==> config.mk <==
export PLATFORM = sky130hd
export DESIGN_NAME = multicycle_ctrl
export DESIGN_NICKNAME = d
export VERILOG_FILES = /design/src/rtl/multicycle_ctrl.sv
export SDC_FILE = /design/constraint.sdc
export NUM_CORES = 1
export LEC_CHECK = 0
export CAP_MARGIN = 40
export CORE_MARGIN = 2
export CORE_UTILIZATION = 43
export DETAILED_ROUTE_END_ITERATION = 12
export PLACE_DENSITY = 0.8
export REMOVE_ABC_BUFFERS = 1
export SLEW_MARGIN = 20
export SYNTH_ARGS = -nofsm -noshare
export SYNTH_HDL_FRONTEND = slang
export SYNTH_SLANG_ARGS = --single-unit
==> constraint.sdc <==
create_clock -name clk -period 1.9 [get_ports clk]
set_input_delay 0.285 -clock clk [delete_from_list [all_inputs] [get_ports clk]]
set_output_delay 0.285 -clock clk [all_outputs]
set_load 0.03 [all_outputs]
==> src/rtl/multicycle_ctrl.sv <==
// Multi-cycle sequencer for the shared single-ALU / single-memory datapath.
// Steps ADD, LW and SW through fetch/decode/execute/memory/writeback with a memory timeout trap.
module multicycle_ctrl #(
    parameter int MEM_TIMEOUT = 16,
    parameter int CNT_W       = 32
) (
    input  logic             clk,
    input  logic             rst_n,
    input  logic             run,
    input  logic [5:0]       opcode,
    input  logic [5:0]       funct,
    input  logic             mem_ready,
    output logic             PCWrite,
    output logic             IRWrite,
    output logic             IorD,
    output logic             MemRead,
    output logic             MemWrite,
    output logic             MemToReg,
    output logic             RegDst,
    output logic             RegWrite,
    output logic             ALUSrcA,
    output logic [1:0]       ALUSrcB,
    output logic [3:0]       ALU_Control,
    output logic             busy,
    output logic             illegal,
    output logic [1:0]       trap_cause,
    output logic [CNT_W-1:0] instr_count,
    output logic [3:0]       state_dbg
);

    typedef enum logic [3:0] {
        S_IDLE   = 4'd0,
        S_FETCH  = 4'd1,
        S_DECODE = 4'd2,
        S_EXEC_R = 4'd3,
        S_WB_R   = 4'd4,
        S_ADDR   = 4'd5,
        S_MEM_RD = 4'd6,
        S_WB_LD  = 4'd7,
        S_MEM_WR = 4'd8,
        S_TRAP   = 4'd9
    } state_t;

    localparam int              WAIT_W    = (MEM_TIMEOUT > 0) ? $clog2(MEM_TIMEOUT + 1) : 1;
    localparam logic [WAIT_W-1:0] TIMEOUT_V = WAIT_W'(MEM_TIMEOUT);
    localparam logic [5:0]      OP_R      = 6'b000001;
    localparam logic [5:0]      OP_LW     = 6'b000100;
    localparam logic [5:0]      OP_SW     = 6'b000010;
    localparam logic [5:0]      FN_ADD    = 6'b100000;
    localparam logic [3:0]      ALU_ADD   = 4'b0101;
    localparam logic [1:0]      TC_ILL    = 2'b01;
    localparam logic [1:0]      TC_MEM    = 2'b10;

    state_t            state, state_next;
    logic [WAIT_W-1:0] wait_cnt;
    logic [1:0]        trap_q, trap_next;
    logic              retire;
    logic              timed_out;
    logic              in_mem_state;

    // mem_ready arriving on the timeout cycle wins, so it masks the trap here.
    assign timed_out    = (MEM_TIMEOUT != 0) && (wait_cnt == TIMEOUT_V) && !mem_ready;
    assign in_mem_state = (state == S_FETCH) || (state == S_MEM_RD) || (state == S_MEM_WR);
    assign trap_cause   = trap_q;
    assign state_dbg    = state;

    always_ff @(posedge clk or negedge rst_n) begin
        if (!rst_n) begin
            state       <= S_IDLE;
            trap_q      <= 2'b00;
            wait_cnt    <= '0;
            instr_count <= '0;
        end else begin
            state  <= state_next;
            trap_q <= trap_next;
            if (state_next != state || mem_ready)
                wait_cnt <= '0;
            else if (in_mem_state)
                wait_cnt <= wait_cnt + 1'b1;
            if (retire)
                instr_count <= instr_count + CNT_W'(1);
        end
    end

    always_comb begin
        state_next  = state;
        trap_next   = trap_q;
        retire      = 1'b0;
        PCWrite     = 1'b0;
        IRWrite     = 1'b0;
        IorD        = 1'b0;
        MemRead     = 1'b0;
        MemWrite    = 1'b0;
        MemToReg    = 1'b0;
        RegDst      = 1'b0;
        RegWrite    = 1'b0;
        ALUSrcA     = 1'b0;
        ALUSrcB     = 2'b00;
        ALU_Control = 4'b0000;
        busy        = (state != S_IDLE) && (state != S_TRAP);
        illegal     = 1'b0;

        case (state)
            S_IDLE: begin
                if (run)
                    state_next = S_FETCH;
            end
            S_FETCH: begin
                MemRead     = 1'b1;
                ALUSrcB     = 2'b01;
                ALU_Control = ALU_ADD;
                IRWrite     = mem_ready;
                PCWrite     = mem_ready;
                if (mem_ready) begin
                    state_next = S_DECODE;
                end else if (timed_out) begin
                    state_next = S_TRAP;
                    trap_next  = TC_MEM;
                end
            end
            S_DECODE: begin
                if (opcode == OP_R && funct == FN_ADD) begin
                    state_next = S_EXEC_R;
                end else if (opcode == OP_LW || opcode == OP_SW) begin
                    state_next = S_ADDR;
                end else begin
                    state_next = S_TRAP;
                    trap_next  = TC_ILL;
                end
            end
            S_EXEC_R: begin
                ALUSrcA     = 1'b1;
                ALU_Control = ALU_ADD;
                state_next  = S_WB_R;
            end
            S_WB_R: begin
                RegDst     = 1'b1;
                RegWrite   = 1'b1;
                retire     = 1'b1;
                state_next = run ? S_FETCH : S_IDLE;
            end
            S_ADDR: begin
                ALUSrcA     = 1'b1;
                ALUSrcB     = 2'b10;
                ALU_Control = ALU_ADD;
                state_next  = (opcode == OP_LW) ? S_MEM_RD : S_MEM_WR;
            end
            S_MEM_RD: begin
                IorD    = 1'b1;
                MemRead = 1'b1;
                if (mem_ready) begin
                    state_next = S_WB_LD;
                end else if (timed_out) begin
                    state_next = S_TRAP;
                    trap_next  = TC_MEM;
                end
            end
            S_WB_LD: begin
                MemToReg   = 1'b1;
                RegWrite   = 1'b1;
                retire     = 1'b1;
                state_next = run ? S_FETCH : S_IDLE;
            end
            S_MEM_WR: begin
                IorD     = 1'b1;
                MemWrite = 1'b1;
                if (mem_ready) begin
                    retire     = 1'b1;
                    state_next = run ? S_FETCH : S_IDLE;
                end else if (timed_out) begin
                    state_next = S_TRAP;
                    trap_next  = TC_MEM;
                end
            end
            S_TRAP: begin
                illegal = 1'b1;
            end
            default: begin
                state_next = S_IDLE;
            end
        endcase
    end

endmodule

# Word level (Yosys, flattened, before mapping)
# Cells that the tools add are included.
dict set report totals {
  regBits 43
  wordCells 75
  input_bits 16
}
dict set report classes {
  n_mux 30
  addsub 2
  n_eq_ne 20
  reduce_logical 19
}
# cell count
set ops {}
lappend ops {{4-bit one-hot mux with 9 select lines} 1}
lappend ops {{32-bit by 1-bit adder with 32-bit output, second input constant} 1}
lappend ops {{4-bit 2-to-1 mux} 8}
lappend ops {{4-bit by 3-bit == test with 1-bit output, second input constant} 4}
lappend ops {{1-bit 2-to-1 mux} 11}
lappend ops {{5-bit 2-to-1 mux} 2}
lappend ops {{4-bit by 2-bit == test with 1-bit output, second input constant} 2}
lappend ops {{4-bit == test, second input constant} 2}
lappend ops {{2-bit 2-to-1 mux} 4}
lappend ops {{2-bit one-hot mux with 2 select lines} 2}
lappend ops {{2-bit OR reduction} 4}
lappend ops {{6-bit by 1-bit == test with 1-bit output, second input constant} 1}
lappend ops {{6-bit by 2-bit == test with 1-bit output, second input constant} 1}
lappend ops {{6-bit by 3-bit == test with 1-bit output, second input constant} 1}
lappend ops {{6-bit == test, second input constant} 1}
lappend ops {{2-bit != test, second input constant} 3}
lappend ops {{3-bit OR reduction} 2}
lappend ops {{5-bit by 1-bit adder with 5-bit output, second input constant} 1}
lappend ops {{5-bit == test, second input constant} 1}
lappend ops {{5-bit AND reduction} 1}
lappend ops {{4-bit by 1-bit == test with 1-bit output, second input constant} 1}
lappend ops {{4-bit zero test} 1}
lappend ops {{1-bit logical OR} 4}
lappend ops {{4-bit != test} 1}
lappend ops {{8 further kinds} 11}

# Depth between registers and ports, before layout
# Gate-level depths: netlist (run 1).
dict set report depth {
  depth_word 8
  depth_mapped 7
}

# Worst setup path before layout (run 1)
# No wires, ideal clock.
dict set report synth_timing {
  path_type {flip-flop to output port}
  startpoint {reg state[1], in the netlist state_dbg[1]}
  endpoint {out ALU_Control[2]}
  path_buffers 3
  arrival_time_ns 1.957
  required_ns 1.615
  path_stages_with_launch 7
  setup_slack_ns -0.342
  path_cell_list {dfrtp_1 -> buf_4 -> buf_2 -> xor2_1 -> and3_1 -> nand2b_1 -> buf_4}
}
dict set report synth_between {
  elab_chain_len 3
}
# item line_no
set synth_rtl {}
lappend synth_rtl {{from (decl)} 54} ;# state_t state, state_next;
lappend synth_rtl {{from (signal assigned)} 74} ;# state <= state_next;
lappend synth_rtl {{4-bit by 1-bit == test with 1-bit output (tied with other cells)} 103} ;# case (state)
lappend synth_rtl {{3-bit OR reduction (no source line) (*)} -}
lappend synth_rtl {{3-bit 2-to-1 mux (*)} 103}
lappend synth_rtl {{to (decl)} 23} ;# output logic [3:0] ALU_Control,
# Every way passes the cells marked *; elsewhere a longest branch is shown, timed or not.

# Worst setup path after layout (run 1)
dict set report layout_timing {
  startpoint {reg state[3], in the netlist state_dbg[3]}
  endpoint {reg wait_cnt[0]}
}
dict set report layout_between {
  elab_chain_len 6
}
# item line_no
set layout_rtl {}
lappend layout_rtl {{4-bit by 3-bit == test with 1-bit output / 4-bit 2-to-1 mux (equally long branches)} -}
lappend layout_rtl {{2-bit OR reduction (no source line) (tied with other cells)} -}
lappend layout_rtl {{4-bit one-hot mux with 9 select lines} 103}
lappend layout_rtl {{4-bit != test} 76} ;# if (state_next != state || mem_ready)
lappend layout_rtl {{1-bit logical OR} 76}
lappend layout_rtl {{5-bit 2-to-1 mux / 2-bit nonzero test (equally long branches)} -}
lappend layout_rtl {{to (signal assigned)} 79} ;# wait_cnt <= wait_cnt + 1'b1;
lappend layout_rtl {{to (decl)} 55} ;# logic [WAIT_W-1:0] wait_cnt;
# Parallel ways exist; a longest one is shown, timed or not.
# A chain may end at the register's enable or synchronous reset.

==> flow_summary.json, run 1 <==
{
  "final_antenna_net_count": 0,
  "final_nets": 417,
  "cellLeakagePower_nw": 2.07,
  "criticalPathCategory": "flip-flop to flip-flop",
  "hold_path_class": "input port to asynchronous set/reset pin",
  "totalWireLength_um": 8640,
  "status": "finished with violations",
  "rsz0062_at_grt": "yes",
  "gp_congestion": 0.874,
  "grt_pass1_wl_um": 11600,
  "antenna_found_initial": 0,
  "synth.ff_latch_count": 43,
  "grt_overflow_total": 0,
  "area_delta_synth_final_pct": 74.9,
  "io_buffers": 68,
  "finClkSkew_ps": 6.23,
  "drt_iter0_drc": 113,
  "cts_sinks": 43,
  "setup_viol": 44,
  "grt_pass1_vias": 2486,
  "synth_edf_count": 0,
  "netlist_instances": 258,
  "dpl.hpwl_um": 4650,
  "antenna_cells": 0,
  "wl_per_cell_um": 18.4,
  "drtPass1Iterations": 6,
  "syn-cell-area_um2": 2530,
  "max_freq_mhz": 463,
  "path_cells": "buf_6, and2b_1, a31oi_2, a311o_1, or4_4, nor4_4",
  "power_density_nw_per_um2": 974,
  "cp_data_arrival_time_ps": 2360,
  "vias_per_cell": 5.63,
  "yosysUniqueCellTypes": 51,
  "avgSynthCellArea_um2": 9.82,
  "place_area_um2": 3540,
  "ys_seq_area_share_pct": 42.5,
  "slowest_stage": "or4_4",
  "tightestPinTransition_ps": 579,
  "finalWorstSetupSlack_ps": -258,
  "track_usage_pct": 22.9,
  "cap_violations": 0,
  "final_max_slew_viol_count": 0,
  "die_w_um": 80.7,
  "synth_ff_type": "dfrtp_1",
  "async_flop_share_pct": 100,
  "critical_path_required_ps": 2100,
  "drive_gt1_share_pct": 43.8,
  "hold-worst-slack_ps": 53.6,
  "rows": 27,
  "clk_latency_ps": 300,
  "p_total_w": 0.00431,
  "cts_tree": "built",
  "pin_count": 71,
  "coreArea_um2": 5610,
  "cts_made_buffers": 5,
  "final_core_util_pct": 79.0,
  "yosysWarnings": 0,
  "min_period_ps": 2160,
  "h-tree-depth": 2,
  "finalHoldViolCount": 0,
  "grt_max_degree": 44,
  "relSlewSlack_pct": 61.1,
  "worst_setup_path_start_kind": "flip-flop",
  "final_cell_area_um2": 4430,
  "cts_hold_buf": 0,
  "finalCritPeriodShare_pct": 114,
  "initial_core_util_pct": 45.2,
  "max_stage_delay_ps": 620,
  "clk_pin_slew_worst_paths_ps": 70,
  "cp_max_fo": 6,
  "die-area_um2": 6520,
  "die_y_um": 80.7,
  "worstSetupEndpointType": "flip-flop",
  "ir_drop_uv": 752,
  "clockRootBuffer": "clkbuf_8",
  "drcViolationCount": 0,
  "vias": 2640,
  "violations": "setup timing",
  "clockBufferDepth": 2
}
metrics by stage:
stage | setup TNS, ps | setup WS, ps | cells
2_1_floorplan | -12710 | -451 | 246
3_3_place_gp | -8070 | -508 | 433
3_5_place_dp | -8970 | -519 | 433
4_1_cts | -1990 | -171 | 449
5_1_grt | -8550 | -305 | 469
6_report | -6030 | -258 | 469
critical path: cells and delay by family, from the launching register on:
| family | cells | cell delay [ps] |
|---|---|---|
| AO/OA/AOI/OAI | 2 | 430 |
| buffers and inverters | 1 | 150 |
| flip-flops | 1 | 470 |
| AND/OR/NAND/NOR | 3 | 1020 |
cell usage after synthesis (all sizes together), types with 5 or more instances:
master | count | area [um2]
and3 | 7 | 43.8
and4 | 5 | 43.8
buf | 10 | 67.6
dfrtp | 43 | 1080
inv | 13 | 48.8
nand2 | 17 | 63.8
nand3 | 13 | 77.6
nand4 | 12 | 90.1
nor2 | 15 | 56.3
nor2b | 6 | 37.5
nor3 | 15 | 75.1
nor4 | 12 | 87.6
o21ai | 8 | 40.0
xnor2 | 20 | 175
xor2 | 18 | 158
power by group:
part	internal [W]	leakage (nW)	switching, W	total, W
clock network	0.000245	0.0371	0.000289	0.000534
registers	0.000994	0.566	0.000152	0.00115
logic	0.00125	1.47	0.00139	0.00263
worst paths after layout:
path | startpoint | slack (ps) | depth (start not counted) | to
max in group asynchronous | rst_n | 1460 | 2 | state_dbg[3]
worst min register to register | instr_count[31] | 480 | 1 | instr_count[31]
worst max register to register | state_dbg[3] | -260 | 6 | wait_cnt[0]
worst max-delay path | state_dbg[3] | -260 | 6 | wait_cnt[0]
min in group clk | instr_count[31] | 480 | 1 | instr_count[31]
worst min-delay path | rst_n | 50 | 2 | instr_count[13]
placed cells by master, fill, tap and decap left out, types with 4 or more instances in the layout:
master | Yosys | routed
inv_1 | 13 | 8
nor3_2 | 0 | 4
dlygate4sd2_1 | 0 | 4
xnor2_1 | 20 | 17
and3_1 | 7 | 5
clkbuf_8 | 0 | 5
nor3_4 | 0 | 8
xor2_1 | 18 | 18
buf_6 | 0 | 20
dfrtp_1 | 43 | 40
nand3_2 | 0 | 5
o21ai_1 | 0 | 4
inv_2 | 0 | 5
buf_4 | 7 | 67
o21ai_0 | 8 | 4
nand3_1 | 12 | 5
nand2_1 | 17 | 14
nor4_4 | 0 | 8
clkdlybuf4s50_1 | 0 | 44
nand4_1 | 11 | 11
nor2_1 | 15 | 13
nor2b_1 | 6 | 5
flip-flops by register name, indices dropped and copies added, names as in the netlist:
signal,count
wait_cnt,5
instr_count,32
trap_cause,2
state_dbg,4
kinds of logic after synthesis:
kind of cell / after synthesis / synth area share (%)
AO/OA/AOI/OAI: 27 / 8.35
XOR/XNOR: 38 / 13.1
adder cells (fa/ha/maj): 3 / 1.48
buffers and inverters: 26 / 5.09
flip-flops: 43 / 42.5
multiplexers: 2 / 0.840
other: 1 / 0.148
AND/OR/NAND/NOR: 118 / 28.5
routing by layer:
layer  vias up  part of all wire, %  global-route usage, %
li1       1204                    -                      -
met1      1289                   37                   26.3
met2       113                   54                   41.0
met3        34                  4.7                   4.56
met4         0                  4.2                   10.5
met5         -                    0                      0
area by class of cell:
type                       instances  area, um2
multi-input combinational        191       1820
timing repair buffer             144       1320
fill                             332       1180
sequential                        43       1080
tap                               72       90.1
clock buffer                       6       72.6
inverter                          13       48.8
what timing repair did:
| action | in CTS | in global routing |
|---|---|---|
| pin swaps | 28 | 33 |
| buffers inserted | 9 | 20 |
| gates resized for setup | 84 | 50 |
| gates cloned | 1 | 1 |
| endpoints found under the setup margin | 50 | 44 |
Power figures use the tool's default switching activity.
==> inputs of run 2 (changes only) <==
--- a/config.mk
+++ b/config.mk
@@ -8,6 +8,7 @@
 export CAP_MARGIN = 40
 export CORE_MARGIN = 2
 export CORE_UTILIZATION = 43
+export CTS_CLUSTER_SIZE = 14
 export DETAILED_ROUTE_END_ITERATION = 12
 export PLACE_DENSITY = 0.8
 export REMOVE_ABC_BUFFERS = 1
==> results of run 2 <==
Final layout, timing and power as in run 1 (identical DEF).
==> inputs of run 3 (changes only) <==
--- a/config.mk
+++ b/config.mk
@@ -7,10 +7,10 @@
 export LEC_CHECK = 0
 export CAP_MARGIN = 40
 export CORE_MARGIN = 2
-export CORE_UTILIZATION = 43
+export CORE_UTILIZATION = 48
 export CTS_CLUSTER_SIZE = 14
 export DETAILED_ROUTE_END_ITERATION = 12
-export PLACE_DENSITY = 0.8
+export PLACE_DENSITY = 0.84
 export REMOVE_ABC_BUFFERS = 1
 export SLEW_MARGIN = 20
 export SYNTH_ARGS = -nofsm -noshare
==> constraint.sdc (replaced) <==
create_clock -name clk -period 1.99 [get_ports clk]
set_input_delay 0.2985 -clock clk [delete_from_list [all_inputs] [get_ports clk]]
set_output_delay 0.2985 -clock clk [all_outputs]
set_load 0.03 [all_outputs]
==> run 3 against run 2 <==
The flow still finishes with violations (setup timing). Register-to-register slack better by 50 ps. Routed wire length rose by 7.4%. Design area is 3.4% lower. Via count increased by 1.6%. Utilization increased by 4.8 points. Hold slack improved by 400 ps. Clock power grew 18%. Sequential share of layout area rose by 0.83 points. Critical path depth unchanged. Cell count shrank 1.1%. Critical path type unchanged. Largest power group unchanged. Highest routed layer unchanged.
==> flow_summary.json, run 3 (same netlist as run 1, synthesis figures left out) <==
{
  "max_stage_delay_ps": 600,
  "drt_iter0_drc": 226,
  "clk_latency_ps": 310,
  "setup_viol": 41,
  "totalWireLength_um": 9280,
  "antenna_found_initial": 0,
  "gp_congestion": 0.930,
  "cp_data_arrival_time_ps": 2410,
  "track_usage_pct": 27.1,
  "final_antenna_net_count": 0,
  "largest_reg_flops": 32,
  "slowest_stage": "or4b_4",
  "hold-worst-slack_ps": 452,
  "rsz0062_at_grt": "yes",
  "die_w_um": 76.6,
  "reg2reg_depth": 6,
  "pin_count": 71,
  "grt_max_degree": 19,
  "finalWorstSetupSlack_ps": -205,
  "cp_num_cells": 6,
  "io_buffers": 68,
  "power_density_nw_per_um2": 934,
  "switching_power_w": 0.00165,
  "drtPass1Iterations": 5,
  "rows": 26,
  "critPathTopFamily": "simple AND/OR/NAND/NOR gates",
  "die_y_um": 76.6,
  "final_max_slew_viol_count": 0,
  "vias_per_cell": 5.78,
  "finalCritPeriodShare_pct": 110,
  "status": "finished with violations",
  "initial_core_util_pct": 49.6,
  "cellLeakagePower_nw": 2.03,
  "cp_max_fo": 7,
  "worst_setup_path_start_kind": "flip-flop",
  "dpl.hpwl_um": 4990,
  "p_int_w": 0.00234,
  "max_freq_mhz": 456,
  "final_common_cell": "buf_4",
  "antenna_cells": 0,
  "top_register": "instr_count",
  "h-tree-depth": 2,
  "comb_power_share_pct": 57.3,
  "area_delta_synth_final_pct": 68.9,
  "worstSetupEndpointType": "flip-flop",
  "final_nets": 412,
  "cts_tree": "built",
  "grt_overflow_total": 0,
  "violations": "setup timing",
  "grt_pass1_vias": 2598,
  "fillCellCount": 276,
  "power.share.clock_pct": 15.8,
  "grt_pass1_wl_um": 12600,
  "clk_pin_slew_worst_paths_ps": 80,
  "cts_sinks": 43,
  "vias": 2683,
  "tightestPinTransition_ps": 567,
  "wl_per_cell_um": 20.0,
  "hold_path_class": "input port to asynchronous set/reset pin",
  "path_cells": "or4b_4, o32ai_4, buf_6, nand3_4, nor4_4, xor2_1",
  "ir_drop_uv": 714,
  "die-area_um2": 5870,
  "pre_cts_slack_ps": -513,
  "criticalPathCategory": "flip-flop to flip-flop",
  "finClkSkew_ps": 6.85,
  "min_period_ps": 2190,
  "critPathBufInv": 1,
  "clockBufferDepth": 2,
  "finalHoldViolCount": 0,
  "coreArea_um2": 5110,
  "drive_gt1_share_pct": 38.6,
  "sw_frac_of_total_pct": 41.3,
  "critical_path_required_ps": 2200,
  "relSlewSlack_pct": 61.9,
  "cts_made_buffers": 5,
  "drcViolationCount": 0,
  "clockRootBuffer": "clkbuf_8",
  "fin_tns_setup_ps": -4860,
  "cap_violations": 0,
  "seq_power_share_pct": 26.9,
  "layout_common_cells": "buf_4, clkdlybuf4s50_1, dfrtp_1, xnor2_1",
  "final_core_util_pct": 83.8
}
==> run 3: changes by cell type in the layout (fill, tap and decap cells not counted), sizes merged <==
cell and delta:
buf -8, clkbuf +3, clkdlybuf4s15 +1, clkdlybuf4s50 +2, dlygate4sd2 -1, dlygate4sd3 +1, nand4 -1
==> run 3: worst paths after layout <==
kind                            startpoint         endpoint  slack, ps
max                           state_dbg[1]  instr_count[28]       -200
min                                  rst_n  instr_count[16]        450
max reg2reg                   state_dbg[1]  instr_count[28]       -200
min reg2reg                instr_count[31]  instr_count[31]        460
max in group asynchronous            rst_n     state_dbg[1]        980
min in group clk           instr_count[31]  instr_count[31]        460
==> run 3: repair_timing <==
item                       CTS  global route
hold buffers                 1             0
setup endpoints to repair   36            46
resized for setup           71            40
pin swaps                   24            25
setup buffers               14            11
gates cloned                 0             0
hold endpoints to repair    16             0
==> run 3: area by class of cell <==
cell class                      instances  area, um2  area share (%)
Timing Repair Buffer                  140       1270            29.6
Tap cell                               70       87.6            2.05
Sequential cell                        43       1080            25.2
Inverter                               13       48.8            1.14
Multi-Input combinational cell        190       1700            39.6
Clock buffer                            8        100            2.34
==> run 3: routing by layer <==
| metal | up-vias | wire length [um] | track usage (%) |
|---|---|---|---|
| li1 | 1187 | - | - |
| met1 | 1302 | 3320 | 30.2 |
| met2 | 155 | 4960 | 50.7 |
| met3 | 39 | 564 | 4.86 |
| met4 | 0 | 433 | 11.1 |
| met5 | - | 0 | 0 |
==> run 3: power groups by stage <==
| stage | clock [W] | combinational (W) | sequential, W |
|---|---|---|---|
| floorplan | 0 | 0.000776 | 0.00124 |
| global placement | 0 | 0.00172 | 0.00106 |
| detailed placement | 0 | 0.00175 | 0.00106 |
| CTS | 0.000613 | 0.00206 | 0.00106 |
| global route | 0.000670 | 0.00240 | 0.00109 |
| finish | 0.000630 | 0.00229 | 0.00107 |
==> run 3: through the flow <==
step	power [W]	instances	area [um2]
6_report	0.00399	464	4280
5_1_grt	0.00416	464	4280
4_1_cts	0.00373	453	4030
3_5_place_dp	0.00281	431	3540
3_3_place_gp	0.00278	431	3540
2_1_floorplan	0.00202	246	2460
